**config.mk**
```make
export PLATFORM = sky130hd
export DESIGN_NAME = sys_ctrl
export DESIGN_NICKNAME = d
export VERILOG_FILES = /design/src/rtl/sys_ctrl.sv
export SDC_FILE = /design/constraint.sdc
export NUM_CORES = 1
export LEC_CHECK = 0
export CORE_ASPECT_RATIO = 1.1
export CORE_UTILIZATION = 50
export DETAILED_ROUTE_END_ITERATION = 7
export DONT_BUFFER_PORTS = 1
export PLACE_DENSITY = 0.69
export SLEW_MARGIN = 20
export SYNTH_ARGS = -nofsm -noshare
export SYNTH_HDL_FRONTEND = slang
export SYNTH_SLANG_ARGS = --single-unit
```
**constraint.sdc**
```tcl
create_clock -name clk -period 2.1 [get_ports clk]
set_input_delay 0.21 -clock clk [delete_from_list [all_inputs] [get_ports clk]]
set_output_delay 0.21 -clock clk [all_outputs]
set_load 0.05 [all_outputs]
```
**src/rtl/sys_ctrl.sv**
```systemverilog
// Command sequencer: parses framed RX bytes into register-file and ALU
// operations and pushes response bytes into the TX FIFO.
module sys_ctrl #(
  parameter int DATA_WIDTH = 8,
  parameter int ADDR_WIDTH = 4,
  parameter int FUN_WIDTH  = 4,
  parameter logic [DATA_WIDTH-1:0] CMD_WR      = 8'hAA,
  parameter logic [DATA_WIDTH-1:0] CMD_RD      = 8'hBB,
  parameter logic [DATA_WIDTH-1:0] CMD_ALU_OP  = 8'hCC,
  parameter logic [DATA_WIDTH-1:0] CMD_ALU_NOP = 8'hDD
) (
  input  logic                    clk,
  input  logic                    rst_n,
  input  logic [DATA_WIDTH-1:0]   RX_P_DATA,
  input  logic                    RX_D_VLD,
  input  logic [DATA_WIDTH-1:0]   RdData,
  input  logic                    RdData_Valid,
  input  logic [2*DATA_WIDTH-1:0] ALU_OUT,
  input  logic                    OUT_Valid,
  input  logic                    FIFO_FULL,
  output logic                    WrEn,
  output logic                    RdEn,
  output logic [ADDR_WIDTH-1:0]   Address,
  output logic [DATA_WIDTH-1:0]   WrData,
  output logic                    ALU_EN,
  output logic [FUN_WIDTH-1:0]    ALU_FUN,
  output logic                    CLK_EN,
  output logic [DATA_WIDTH-1:0]   TX_P_DATA,
  output logic                    TX_D_VLD,
  output logic [3:0]              dbg_state
);

  typedef enum logic [3:0] {
    S_IDLE     = 4'd0,
    S_WR_ADDR  = 4'd1,
    S_WR_DATA  = 4'd2,
    S_RD_ADDR  = 4'd3,
    S_RD_WAIT  = 4'd4,
    S_RD_SEND  = 4'd5,
    S_ALU_A    = 4'd6,
    S_ALU_B    = 4'd7,
    S_ALU_FUN  = 4'd8,
    S_ALU_WAIT = 4'd9,
    S_SEND_LO  = 4'd10,
    S_SEND_HI  = 4'd11
  } state_t;

  state_t                  state_q, state_d;
  logic [ADDR_WIDTH-1:0]   addr_q, addr_d;
  logic [DATA_WIDTH-1:0]   rd_byte_q, rd_byte_d;
  logic [2*DATA_WIDTH-1:0] res_q, res_d;

  logic                    wr_en_d, rd_en_d, alu_en_d, clk_en_d, tx_vld_d;
  logic [ADDR_WIDTH-1:0]   address_d;
  logic [DATA_WIDTH-1:0]   wr_data_d, tx_data_d;
  logic [FUN_WIDTH-1:0]    alu_fun_d;

  assign dbg_state = state_q;

  // Handshakes: RX_D_VLD, RdData_Valid and OUT_Valid are one-cycle strobes with
  // no ready; they are consumed only in the states that expect them. TX push:
  // TX_D_VLD pulses the cycle after FIFO_FULL was seen low, otherwise the byte
  // stays held in its send state until the FIFO drains.
  always_comb begin
    state_d   = state_q;
    addr_d    = addr_q;
    rd_byte_d = rd_byte_q;
    res_d     = res_q;
    wr_en_d   = 1'b0;
    rd_en_d   = 1'b0;
    alu_en_d  = 1'b0;
    tx_vld_d  = 1'b0;
    clk_en_d  = CLK_EN;
    address_d = Address;
    wr_data_d = WrData;
    alu_fun_d = ALU_FUN;
    tx_data_d = TX_P_DATA;

    case (state_q)
      S_IDLE: begin
        if (RX_D_VLD) begin
          case (RX_P_DATA)
            CMD_WR:      state_d = S_WR_ADDR;
            CMD_RD:      state_d = S_RD_ADDR;
            CMD_ALU_OP:  state_d = S_ALU_A;
            CMD_ALU_NOP: state_d = S_ALU_FUN;
            default:     state_d = S_IDLE;
          endcase
        end
      end

      S_WR_ADDR: begin
        if (RX_D_VLD) begin
          addr_d  = RX_P_DATA[ADDR_WIDTH-1:0];
          state_d = S_WR_DATA;
        end
      end

      S_WR_DATA: begin
        if (RX_D_VLD) begin
          wr_en_d   = 1'b1;
          address_d = addr_q;
          wr_data_d = RX_P_DATA;
          state_d   = S_IDLE;
        end
      end

      S_RD_ADDR: begin
        if (RX_D_VLD) begin
          rd_en_d   = 1'b1;
          address_d = RX_P_DATA[ADDR_WIDTH-1:0];
          state_d   = S_RD_WAIT;
        end
      end

      // Push straight from the valid cycle when possible to keep the
      // valid-to-TX latency at one cycle; RD_SEND only covers a full FIFO.
      S_RD_WAIT: begin
        if (RdData_Valid) begin
          rd_byte_d = RdData;
          if (!FIFO_FULL) begin
            tx_vld_d  = 1'b1;
            tx_data_d = RdData;
            state_d   = S_IDLE;
          end else begin
            state_d   = S_RD_SEND;
          end
        end
      end

      S_RD_SEND: begin
        if (!FIFO_FULL) begin
          tx_vld_d  = 1'b1;
          tx_data_d = rd_byte_q;
          state_d   = S_IDLE;
        end
      end

      S_ALU_A: begin
        if (RX_D_VLD) begin
          wr_en_d   = 1'b1;
          address_d = ADDR_WIDTH'(0);
          wr_data_d = RX_P_DATA;
          state_d   = S_ALU_B;
        end
      end

      S_ALU_B: begin
        if (RX_D_VLD) begin
          wr_en_d   = 1'b1;
          address_d = ADDR_WIDTH'(1);
          wr_data_d = RX_P_DATA;
          state_d   = S_ALU_FUN;
        end
      end

      S_ALU_FUN: begin
        if (RX_D_VLD) begin
          alu_en_d  = 1'b1;
          clk_en_d  = 1'b1;
          alu_fun_d = RX_P_DATA[FUN_WIDTH-1:0];
          state_d   = S_ALU_WAIT;
        end
      end

      // The ALU clock stays enabled through the OUT_Valid cycle itself.
      S_ALU_WAIT: begin
        clk_en_d = 1'b1;
        if (OUT_Valid) begin
          res_d    = ALU_OUT;
          clk_en_d = 1'b0;
          if (!FIFO_FULL) begin
            tx_vld_d  = 1'b1;
            tx_data_d = ALU_OUT[DATA_WIDTH-1:0];
            state_d   = S_SEND_HI;
          end else begin
            state_d   = S_SEND_LO;
          end
        end
      end

      S_SEND_LO: begin
        if (!FIFO_FULL) begin
          tx_vld_d  = 1'b1;
          tx_data_d = res_q[DATA_WIDTH-1:0];
          state_d   = S_SEND_HI;
        end
      end

      S_SEND_HI: begin
        if (!FIFO_FULL) begin
          tx_vld_d  = 1'b1;
          tx_data_d = res_q[2*DATA_WIDTH-1:DATA_WIDTH];
          state_d   = S_IDLE;
        end
      end

      default: state_d = S_IDLE;
    endcase
  end

  always_ff @(posedge clk or negedge rst_n) begin
    if (!rst_n) begin
      state_q   <= S_IDLE;
      addr_q    <= '0;
      rd_byte_q <= '0;
      res_q     <= '0;
      WrEn      <= 1'b0;
      RdEn      <= 1'b0;
      ALU_EN    <= 1'b0;
      CLK_EN    <= 1'b0;
      TX_D_VLD  <= 1'b0;
      Address   <= '0;
      WrData    <= '0;
      ALU_FUN   <= '0;
      TX_P_DATA <= '0;
    end else begin
      state_q   <= state_d;
      addr_q    <= addr_d;
      rd_byte_q <= rd_byte_d;
      res_q     <= res_d;
      WrEn      <= wr_en_d;
      RdEn      <= rd_en_d;
      ALU_EN    <= alu_en_d;
      CLK_EN    <= clk_en_d;
      TX_D_VLD  <= tx_vld_d;
      Address   <= address_d;
      WrData    <= wr_data_d;
      ALU_FUN   <= alu_fun_d;
      TX_P_DATA <= tx_data_d;
    end
  end

endmodule
```
# Word level (Yosys, flattened, before mapping)
# Cells that the tools add are included.
# W data, S select, Z words.
[classes]
n_addsub = 0
n_mul = 0
n_div = 0
order_cmp = 0
eq_ne = 30
n_shift = 0
mux = 38
n_bitwise = 0
reduce_logical = 16
[op_table]
columns = ["operator", "count"]
rows = [
  ["$mux W4", 14],
  ["$mux W8", 7],
  ["$pmux W4 S11", 1],
  ["$pmux W8 S5", 1],
  ["$eq A8 B8 Y1 const B", 4],
  ["$pmux W4 S4", 2],
  ["$ne A2 B2 Y1 const B", 15],
  ["$eq A4 B3 Y1 const B", 4],
  ["$eq A4 B4 Y1 const B", 4],
  ["$reduce_and A2 Y1", 6],
  ["$reduce_and A11 Y1", 1],
  ["$mux W1", 10],
  ["$eq A4 B2 Y1 const B", 2],
  ["$reduce_and A8 Y1", 1],
  ["$reduce_or A3 Y1", 2],
  ["$reduce_and A5 Y1", 1],
  ["$reduce_bool A5 Y1", 1],
  ["$eq A4 B1 Y1 const B", 1],
  ["$logic_not A4 Y1", 1],
  ["$reduce_bool A4 Y1", 1],
  ["$mux W3", 1],
  ["$pmux W1 S3", 1],
  ["$pmux W1 S2", 1],
  ["$reduce_bool A2 Y1", 1],
  ["$reduce_or A2 Y1", 1],
]
[word_totals]
regBits = 61
latch_bits = 0
ramBits = 0
mem_bits_ro = 0
input_bits = 38
word_cells = 97
mem_count = 0

# Longest topological paths before layout
# Gate-level depths: netlist of run 1.
[depth]
word_depth = 4
ltp_mapped = 7
depth_no_buf = 4

# Worst setup path before layout of run 1
# No wires, ideal clock.
[synth_timing]
path_kind = "flip-flop to flip-flop"
startpoint = "register state_q[1], in the netlist dbg_state[1]"
endpoint = "register TX_P_DATA[6]"
arrival_time_ps = 1733
required_time_ps = 1966
path_slack_ps = 233
stages_incl_launch_ff = 7
n_path_buf = 2
period_less_slack_ps = 1867
cell_sequence = "dfrtp_1 buf_2 and2b_4 buf_4 a22o_1 a222oi_1 mux2i_1"
[synth_between]
elab_chain_cells = 3
elab_cells_between_ends = 15
cone_classes = "12 x eq/ne; 1 x mux; 2 x reduce/logical"
[synth_lines]
columns = ["element", "line_no", "rtl"]
rows = [
  ["start: declaration", "48", "state_t state_q, state_d;"],
  ["start signal: assignment", "218", "state_q <= state_d;"],
  ["$eq A4 B4 Y1 or $eq A4 B3 Y1 (tied branches)", "79", "case (state_q)"],
  ["$reduce_bool A5 Y1 (no source line) or $ne A2 B2 Y1 (tied branches)", "--", ""],
  ["$reduce_and A8 Y1 (no source line)", "--", ""],
  ["end signal: assignment", "230", "TX_P_DATA <= tx_data_d;"],
  ["end: declaration", "28", "output logic [DATA_WIDTH-1:0] TX_P_DATA,"],
]
# Several ways; a longest one is shown, not always the timed one.
# A chain may end at the register's enable or synchronous reset.

# Final worst setup path of run 1
[layout_timing]
startpoint = "register state_q[3], in the netlist dbg_state[3]"
endpoint = "register state_q[0], in the netlist dbg_state[0]"
[layout_between]
elab_chain_cells = 4
elab_cells_between_ends = 26
cone_classes = "22 x eq/ne; 1 x mux; 3 x reduce/logical"
[layout_lines]
columns = ["element", "line_no"]
rows = [
  ["$eq A4 B4 Y1 or $eq A4 B3 Y1 (tied branches)", "79"],
  ["$reduce_or A2 Y1 (no source line)", "--"],
  ["$ne A2 B2 Y1 (no source line)", "--"],
  ["$reduce_and A11 Y1 (no source line)", "--"],
]
# Several ways; a longest one is shown, not always the timed one.

==> metrics.txt, run 1 <==
drt via density between 6 and 7; die height 83.09 um; Cell Area, Synth roughly 3000 um^2; drt total wl about 6.4 mm; CP Max Fanout 14; setup bufs post-CTS 0; Flop pwr share about 60%; largest net degree at the start of global routing 62; Avg Inst Size Synth 12.67 um^2; Setup WS pre-CTS about 0.22 ns; status finished, final reports clean; Final min period between 1.5 and 2 ns; layout cells sized above 1 23.69%; Worst EP arrival approximately 2.1 ns; final core occ 56.69%; Post-DRT Antenna Nets 0; diode count 0; clk root buf clkbuf_8; clock power share around 18%; list of most frequent post-synthesis cells dfrtp_1, mux2_1, mux2_2; Finish-stage setup viols 0; Placed Instances between 300 and 400; sequential area share after synthesis between 50 and 60%; Power Internal 2.666 mW; Hold Startpoint RX_D_VLD; worst rel slew slack roughly half; drt drc 0; Initial DRC Count 143; maximum vdd drop 878.2 uV; Tcrit/Tclk final just over 90%; Leakage around 1.5 nW; Total GRT Usage roughly 22%; die area 6292 um^2; Worst Setup SP dbg_state[3]; CTS tree yes; htree depth 3; clock buffer depth 2; Row Count 29; post-synthesis cell type count 51; CTS buffer count 9; prevailing post-synth register cell dfrtp_1; reg-to-reg critical path startpoint dbg_state[3]; nets@finish 283; DR vias between 2000 and 2500; Ys Warns 0; Area contributors post-synth dfrtp_1, mux2_1, mux2_2; Setup WS post-layout 0.1918 ns; Fillers 517; TNS Setup 0 ns; Post-synth EDFFs 0; Setup Skew between 0.006 and 0.007 ns; GP Congestion slightly below 0.8; # Max-Cap Violations 0; DP HPWL 4.421 mm; critical path required time between 2 and 2.5 ns; first-pass detailed-route iteration total 6; share of the synthesized area in the top cell type 51.07%; Worst-Skew Late Latency between 0.3 and 0.4 ns; unrepaired setup endpoints after global routing no; initial core utilization between 50 and 60%; WL per Instance 19.76 um; Port Buffers 0; Overflow after GRT 0; Switching Fraction roughly 45%; Layout Cells excl Fill 326; I/O pin count roughly 70; initial antenna violation count 0; Final Slew Violations 0; vias in the first global route about 2100; clock sinks between 60 and 70; Synth area leader dfrtp_1; first-pass GRT wire length around 10 mm; fraction of registers with async set/reset 100.0%; Tightest Pin Transition 0.7486 ns; pwr dens approximately 1500 nW/um^2; Mapped Nets about 270; Max Freq around 0.52 GHz; Syn Inst Count about 240; combinational share of power about a quarter; crit end category flop; Hold Vio Cnt, Final 0; core area approximately 5800 um^2; die width 75.72 um; Psw ~2.2 mW; Worst Setup Start Kind flop; critical path class flop to flop; Layout area overhead 9.418%; Yosys reg bits slightly above 60; total power roughly 4.8 mW; Hold Path Class primary input to flop; Worst-path clk slew 0.07 ns; count leader, synth dfrtp_1
[sequential cells by signal, indices dropped and copies added, names as in the netlist]
register and flops:
ALU_EN 1, TX_P_DATA 8, Address 4, ALU_FUN 4, TX_D_VLD 1, RdEn 1
WrEn 1, rd_byte_q 8, dbg_state 4, CLK_EN 1, WrData 8, addr_q 4
res_q 16
[per-layer routing]
layer  global-route usage (%)  routed length, um
met1                    28.20               2792
met2                    35.96               3193
met3                    5.340                401
met4                    9.091                 55
met5                        0                  0
[power by group through the flow]
| stage | combinational, mW | sequential, mW | clock (mW) |
|---|---|---|---|
| after floorplan | 0.899 | 2.80 | 0 |
| after global placement | 1.09 | 2.83 | 0 |
| after detailed placement | 1.13 | 2.85 | 0 |
| after CTS | 1.16 | 2.83 | 0.882 |
| after global routing | 1.26 | 2.90 | 0.933 |
| final | 1.15 | 2.83 | 0.855 |
[path summary, 6_finish.rpt]
path / end / slack (ns) / cells after the start
min in group asynchronous: TX_P_DATA[0] / 0.42 / 2
setup reg to reg: dbg_state[0] / 0.19 / 4
max in group asynchronous: addr_q[1] / 1.43 / 2
hold / removal: RdEn / 0.02 / 1
hold reg to reg: res_q[15] / 0.50 / 1
setup / recovery: dbg_state[0] / 0.19 / 4
[area by class of cell]
class / instances / area [um^2] / area share [%]
Inverter: 13 / 48.80 / 1.492
Tap cell: 77 / 96.34 / 2.946
Multi-Input combinational cell: 149 / 1335 / 40.82
Sequential cell: 61 / 1526 / 46.67
Clock buffer: 13 / 148.9 / 4.552
Clock inverter: 2 / 10.01 / 0.3060
Timing Repair Buffer: 11 / 105.1 / 3.213
[metrics by stage]
| stage | instance area (um^2) | hold slack, ns |
|---|---|---|
| global placement | 3074 | -0.08391 |
| detailed placement | 3074 | -0.08416 |
| CTS | 3271 | 0.001332 |
| finish | 3271 | 0.01588 |
| global route | 3271 | 0.003445 |
| floorplan | 2989 | -0.08559 |
[critical path, stage by stage (launching register included)]
cell and delay, ns:
dfrtp_1 0.67, and2b_4 0.39, a221oi_2 0.11, o21ai_2 0.29, mux2_4 0.32
[placed cells by master, fill, tap and decap left out, drive strengths merged, types with 2 or more instances in the layout]
master	n
nand2	8
nand2b	3
a211oi	2
a22o	16
and2	2
mux2	42
inv	13
buf	10
a2bb2oi	2
o21ai	9
and2b	2
nor3	3
nand3	4
mux2i	9
nor2	5
nor2b	5
o21a	2
o32a	2
a21oi	3
nand4bb	2
clkinv	2
nand4	3
a222oi	8
dfrtp	61
clkbuf	13
a22oi	3
[repair_timing]
action / 4_1_cts / 5_1_grt
endpoints found under the hold margin: 61 / 0
gates resized for setup: 0 / 0
hold buffers: 2 / 0
[cells by family after synthesis]
kind of cell           synth area share (%)
flip-flops                            51.07
AO/OA/AOI/OAI                         16.33
multiplexers                          18.96
AND/OR/NAND/NOR                       9.377
buffers and inverters                 4.269
(Power assumes the default switching activity.)
==> run 2, diff against run 1 <==
Settings changed: ABC_CLOCK_PERIOD_IN_PS from default to 2100, CORE_UTILIZATION 50 to 45, CTS_BUF_LIST from default to sky130_fd_sc_hd__clkbuf_4 sky130_fd_sc_hd__clkbuf_8, PLACE_DENSITY 0.69 to 0.64.
==> run 2 against run 1 <==
Sequential share of layout area decreased by 3.0 points. Worst hold slack improved by 0.0017 ns. Die area grew 11%. Critical endpoint unchanged. Utilization shrank 1.3 points.
==> metrics.txt, run 2 (synthesis results as in run 1) <==
CP Max Fanout 10; Initial DRC Count 88; Hold Startpoint ALU_OUT[2]; Setup WS post-layout approximately 0.28 ns; critical path class flop to flop; drt drc 0; reg-to-reg slack, setup about 0.28 ns; Fillers roughly 560; final core occ a little under three fifths; crit end category flop; most flop-heavy register res_q; die area 6973 um^2; clock buffer depth 2; Post-DRT Antenna Nets 0; Max Freq 0.5483 GHz; global routing's busiest layer met2; CP max stage delay roughly 0.54 ns; Overflow after GRT 0; CTS buffer count 9; Port Buffers 0; commonest non-fill, non-tap cells in the layout dfrtp_1, mux2_1, mux2_2; GP Congestion roughly 0.84; unrepaired setup endpoints after global routing no; Finish-stage setup viols 0; critical path required time around 2.3 ns; htree depth 3; Hold Vio Cnt, Final 0; Row Count 30; clock sinks 61; reg-to-reg critical path startpoint dbg_state[1]; Flop pwr share 54.6%; first-pass GRT wire length 10.98 mm; DR vias just over 2000; WHS roughly 0.018 ns; Final min period between 1.5 and 2 ns; Tcrit/Tclk final ~87%; Worst-path clk slew 0.07 ns; # Max-Cap Violations 0; TNS Setup 0 ns; drt total wl between 6 and 7 mm; Worst-Skew Late Latency 0.34 ns; max reg flops 16; GRT met2 Usage between 30% and 40%; CP bufs+invs 1; crit-path leading delay family flip-flops; status finished, final reports clean; initial core utilization approximately 47%; die width ~80 um; clock power share between 20% and 30%; maximum vdd drop around 950 uV; Setup WS pre-CTS 0.2992 ns; hold endpoint res_q[2]; diode count 0; core area 6306 um^2; combinational share of power roughly 23%; clk root buf clkbuf_8; Switching Fraction approximately 43%; die height ~87 um; initial antenna violation count 0; Area after DPL a little over 3000 um^2; crit-path cells buf_4, nor4bb_1, a211oi_2, o21ai_2, mux2_4; Setup Skew between 0.007 and 0.008 ns; Worst EP arrival just over 2 ns; slowest CP cell dfrtp_1; cell area after layout between 3000 and 4000 um^2; met3 GRT Util under 10%; Tightest Pin Transition roughly 0.70 ns; Psw 2.204 mW; worst rel slew slack a little over half; Power Internal 2.941 mW; Final Slew Violations 0; nets@finish between 200 and 300; DP HPWL between 4 and 5 mm; WL per Instance between 15 and 20 um; I/O pin count around 70; Worst Hold Path Cells 1; Layout area overhead 16.91%; pwr dens about 1500 nW/um^2; commonest non-fill, non-tap cell in the layout dfrtp_1; Total GRT Usage about 22%; first-pass detailed-route iteration total 6; largest net degree at the start of global routing between 60 and 70; setup bufs post-CTS 0; layout cells sized above 1 23.68%; met1 usage a little under a quarter; CTS tree yes; Worst Setup Start Kind flop; Worst R2R End dbg_state[0]; Leakage 1.631 nW; drt via density around 6; Hold Path Class primary input to flop; vias in the first global route 2227; R2R cell count 5
[run 2: cell count changes in the layout (fill, tap and decap cells not counted)]
cell / before / now
clkbuf_8: 10 / 9
dlygate4sd3_1: 1 / 17
clkinvlp_4: 0 / 1
bufinv_16: 0 / 2
clkbuf_1: 3 / 0
clkinv_2: 2 / 1
clkbuf_4: 0 / 3
[run 2: what timing repair did]
| action | in CTS | in global routing |
|---|---|---|
| gates resized for setup | 0 | 0 |
| hold buffers | 18 | 0 |
| hold endpoints to repair | 81 | 0 |
[run 2: worst max-delay path by stage]
stage | start | end | slack [ns] | cells after the start
floorplan | dbg_state[1] | TX_P_DATA[6] | 0.23 | 6
finish | dbg_state[1] | dbg_state[0] | 0.28 | 5
detailed placement | dbg_state[1] | dbg_state[0] | 0.30 | 5
global route | dbg_state[3] | TX_P_DATA[0] | 0.16 | 4
global placement | dbg_state[1] | dbg_state[0] | 0.31 | 5
CTS | dbg_state[1] | dbg_state[0] | 0.27 | 5
[run 2: cell type report]
cell class	instances	area [um^2]	area share (%)
multi-input cells	149	1335	38.20
inverters	13	48.80	1.396
clock inverters	4	72.57	2.077
clock buffers	12	146.4	4.189
flip-flops and latches	61	1526	43.68
repair buffers	27	265.3	7.590
well taps	80	100.1	2.864
[run 2: worst reg2reg max path, stage by stage, from the launching register on]
cell	delay, ns
dfrtp_1	0.54
buf_4	0.25
nor4bb_1	0.08
a211oi_2	0.36
o21ai_2	0.17
mux2_4	0.32
[run 2: per-layer routing]
metal | part of all wire [%] | vias up
met5 | 0 | -
met3 | 8.1 | 10
met4 | 1.6 | 0
li1 | - | 937
met2 | 50 | 66
met1 | 40 | 1034
[run 2: stage by stage]
stage               cells  power (mW)
floorplan             236       3.694
global placement      312       3.933
global route          346       5.407
detailed placement    312       3.979
finish                346       5.145
CTS                   346       5.193
[run 2: power by group through the flow]
stage                     sequential (mW)  clock [mW]  combinational, mW
after detailed placement             2.84           0               1.14
final                                2.81        1.15               1.18
after global placement               2.82           0               1.11
after floorplan                      2.80           0              0.899
after CTS                            2.82        1.18               1.20
after global routing                 2.89        1.23               1.29
==> run 3, diff against run 2 <==
Settings changed: PLACE_DENSITY 0.64 to 0.63.
==> run 3 against run 2 <==
Setup slack worse by 0.054 ns. Count of clock-buffer cells in the layout unchanged. Clock power hardly changed. Die area did not move. Clock skew about the same. Critical endpoint is now TX_P_DATA[5]. Largest cell class unchanged.
==> metrics.txt, run 3 (synthesis results as in run 1) <==
TNS Setup 0 ns; Port Buffers 0; Hold Vio Cnt, Final 0; R2R cell count 4; # Max-Cap Violations 0; clock buffer depth 2; vias in the first global route about 2100; Max Freq 0.5325 GHz; Worst R2R End TX_P_DATA[5]; hold endpoint addr_q[0]; Final Slew Violations 0; slowest CP cell dfrtp_1; Tightest Pin Transition ~0.63 ns; CP bufs+invs 0; crit end category flop; WL met3 a little over 500 um; clock sinks 61; crit-path leading delay family flip-flops; first-pass detailed-route iteration total 5; total power about 5.2 mW; critical path class flop to flop; Setup Skew around 0.0074 ns; Row Count 30; GP Congestion a little under 0.9; Worst-path clk slew about 0.060 ns; layout cells sized above 1 roughly 24%; Worst Setup Start Kind flop; top layer in use met4; DP HPWL between 4 and 5 mm; Post-DRT Antenna Nets 0; Worst EP arrival slightly above 2 ns; crit-path cells and2b_4, a2bb2oi_2, a222oi_1, mux2i_1; Total GRT Usage 20.38%; Tcrit/Tclk final between 80% and 90%; Leakage ~1.6 nW; die width between 70 and 80 um; unrepaired setup endpoints after global routing no; first-pass GRT wire length 10.49 mm; core area approximately 6300 um^2; WL met1 about 2.8 mm; pwr dens 1490 nW/um^2; most flop-heavy register res_q; diode count 0; status finished, final reports clean; htree depth 3; die area between 6000 and 7000 um^2; Worst-Skew Late Latency roughly 0.33 ns; max reg flops 16; clk root buf clkbuf_8; CTS tree yes; initial antenna violation count 0; Final min period ~1.9 ns; Hold Path Class primary input to flop; DR vias slightly above 2000; drt total wl about 6.6 mm; Worst Hold Path Cells 1; CTS buffer count 9; WL per Instance between 15 and 20 um; commonest non-fill, non-tap cells in the layout dfrtp_1, mux2_1, mux2_2; maximum vdd drop 984.3 uV; reg-to-reg critical path startpoint dbg_state[0]; met2 wire length ~3.2 mm; commonest non-fill, non-tap cell in the layout dfrtp_1; critical path required time 2.28 ns; Finish-stage setup viols 0; final core occ a little under three fifths; CP Max Fanout 15; Fillers 541; drt via density 5.965; die height around 90 um; reg-to-reg slack, setup 0.22 ns; CP max stage delay about 0.63 ns; I/O pin count slightly above 70; Initial DRC Count 96; worst rel slew slack 58.00%; largest net degree at the start of global routing between 60 and 70; Layout area overhead 16.12%; initial core utilization between 40 and 50%; drt drc 0; Hold Startpoint RX_P_DATA[0]; nets@finish 296; Overflow after GRT 0
[run 3: cell types whose count changed in the layout (fill, tap and decap cells not counted)]
cell           previous run  this run
buf_4                     9        10
clkbuf_4                  3         1
clkbuf_8                  9        11
clkinv_2                  1         0
clkinv_4                  0         1
clkinvlp_4                1         0
dlygate4sd3_1            17        13
[run 3: power by group]
group,switching [mW],internal [mW]
Combinational,0.594,0.577
Clock,0.439,0.742
Sequential,1.16,1.66
Total,2.20,2.97
[run 3: how the worst max path moves through the flow]
stage                     cells past startpoint  slack (ns)           end         start
final                                         4        0.22  TX_P_DATA[5]  dbg_state[0]
after global routing                          3        0.12  rd_byte_q[4]  dbg_state[0]
after CTS                                     5        0.22  TX_P_DATA[5]  dbg_state[0]
after global placement                        5        0.26  TX_P_DATA[5]  dbg_state[0]
after detailed placement                      5        0.24  TX_P_DATA[4]  dbg_state[0]
after floorplan                               6        0.23  TX_P_DATA[6]  dbg_state[1]
[run 3: what timing repair did]
| action | 4_1_cts | 5_1_grt |
|---|---|---|
| resized for setup | 0 | 0 |
| hold endpoints to repair | 72 | 1 |
| setup buffers | 0 | 0 |
| hold buffers | 13 | 1 |
[run 3: final cells by class]
class                   instances  area [um^2]  area share, %
flip-flops and latches         61         1526          43.98
multi-input cells             149         1335          38.46
repair buffers                 24        232.7          6.705
clock buffers                  12        158.9          4.578
well taps                      80        100.1          2.884
clock inverters                 3        68.82          1.983
inverters                      13        48.80          1.406
[run 3: through the flow]
step	area [um^2]	cells	hold slack, ns	worst slack [ns]
after detailed placement	3085	313	-0.08415	0.2358
final	3471	342	0.01611	0.2220
after CTS	3461	341	0.0003130	0.2227
after global placement	3085	313	-0.08415	0.2568
after global routing	3471	342	0.002006	0.1159
after floorplan	2989	236	-0.08559	0.2328
[run 3: per-layer routing]
layer  vias to the layer above  global-route usage (%)
met2                        83                   33.49
met4                         0                   9.752
met3                        11                   6.387
met5                         -                       0
met1                      1013                   24.11
li1                        933                       -
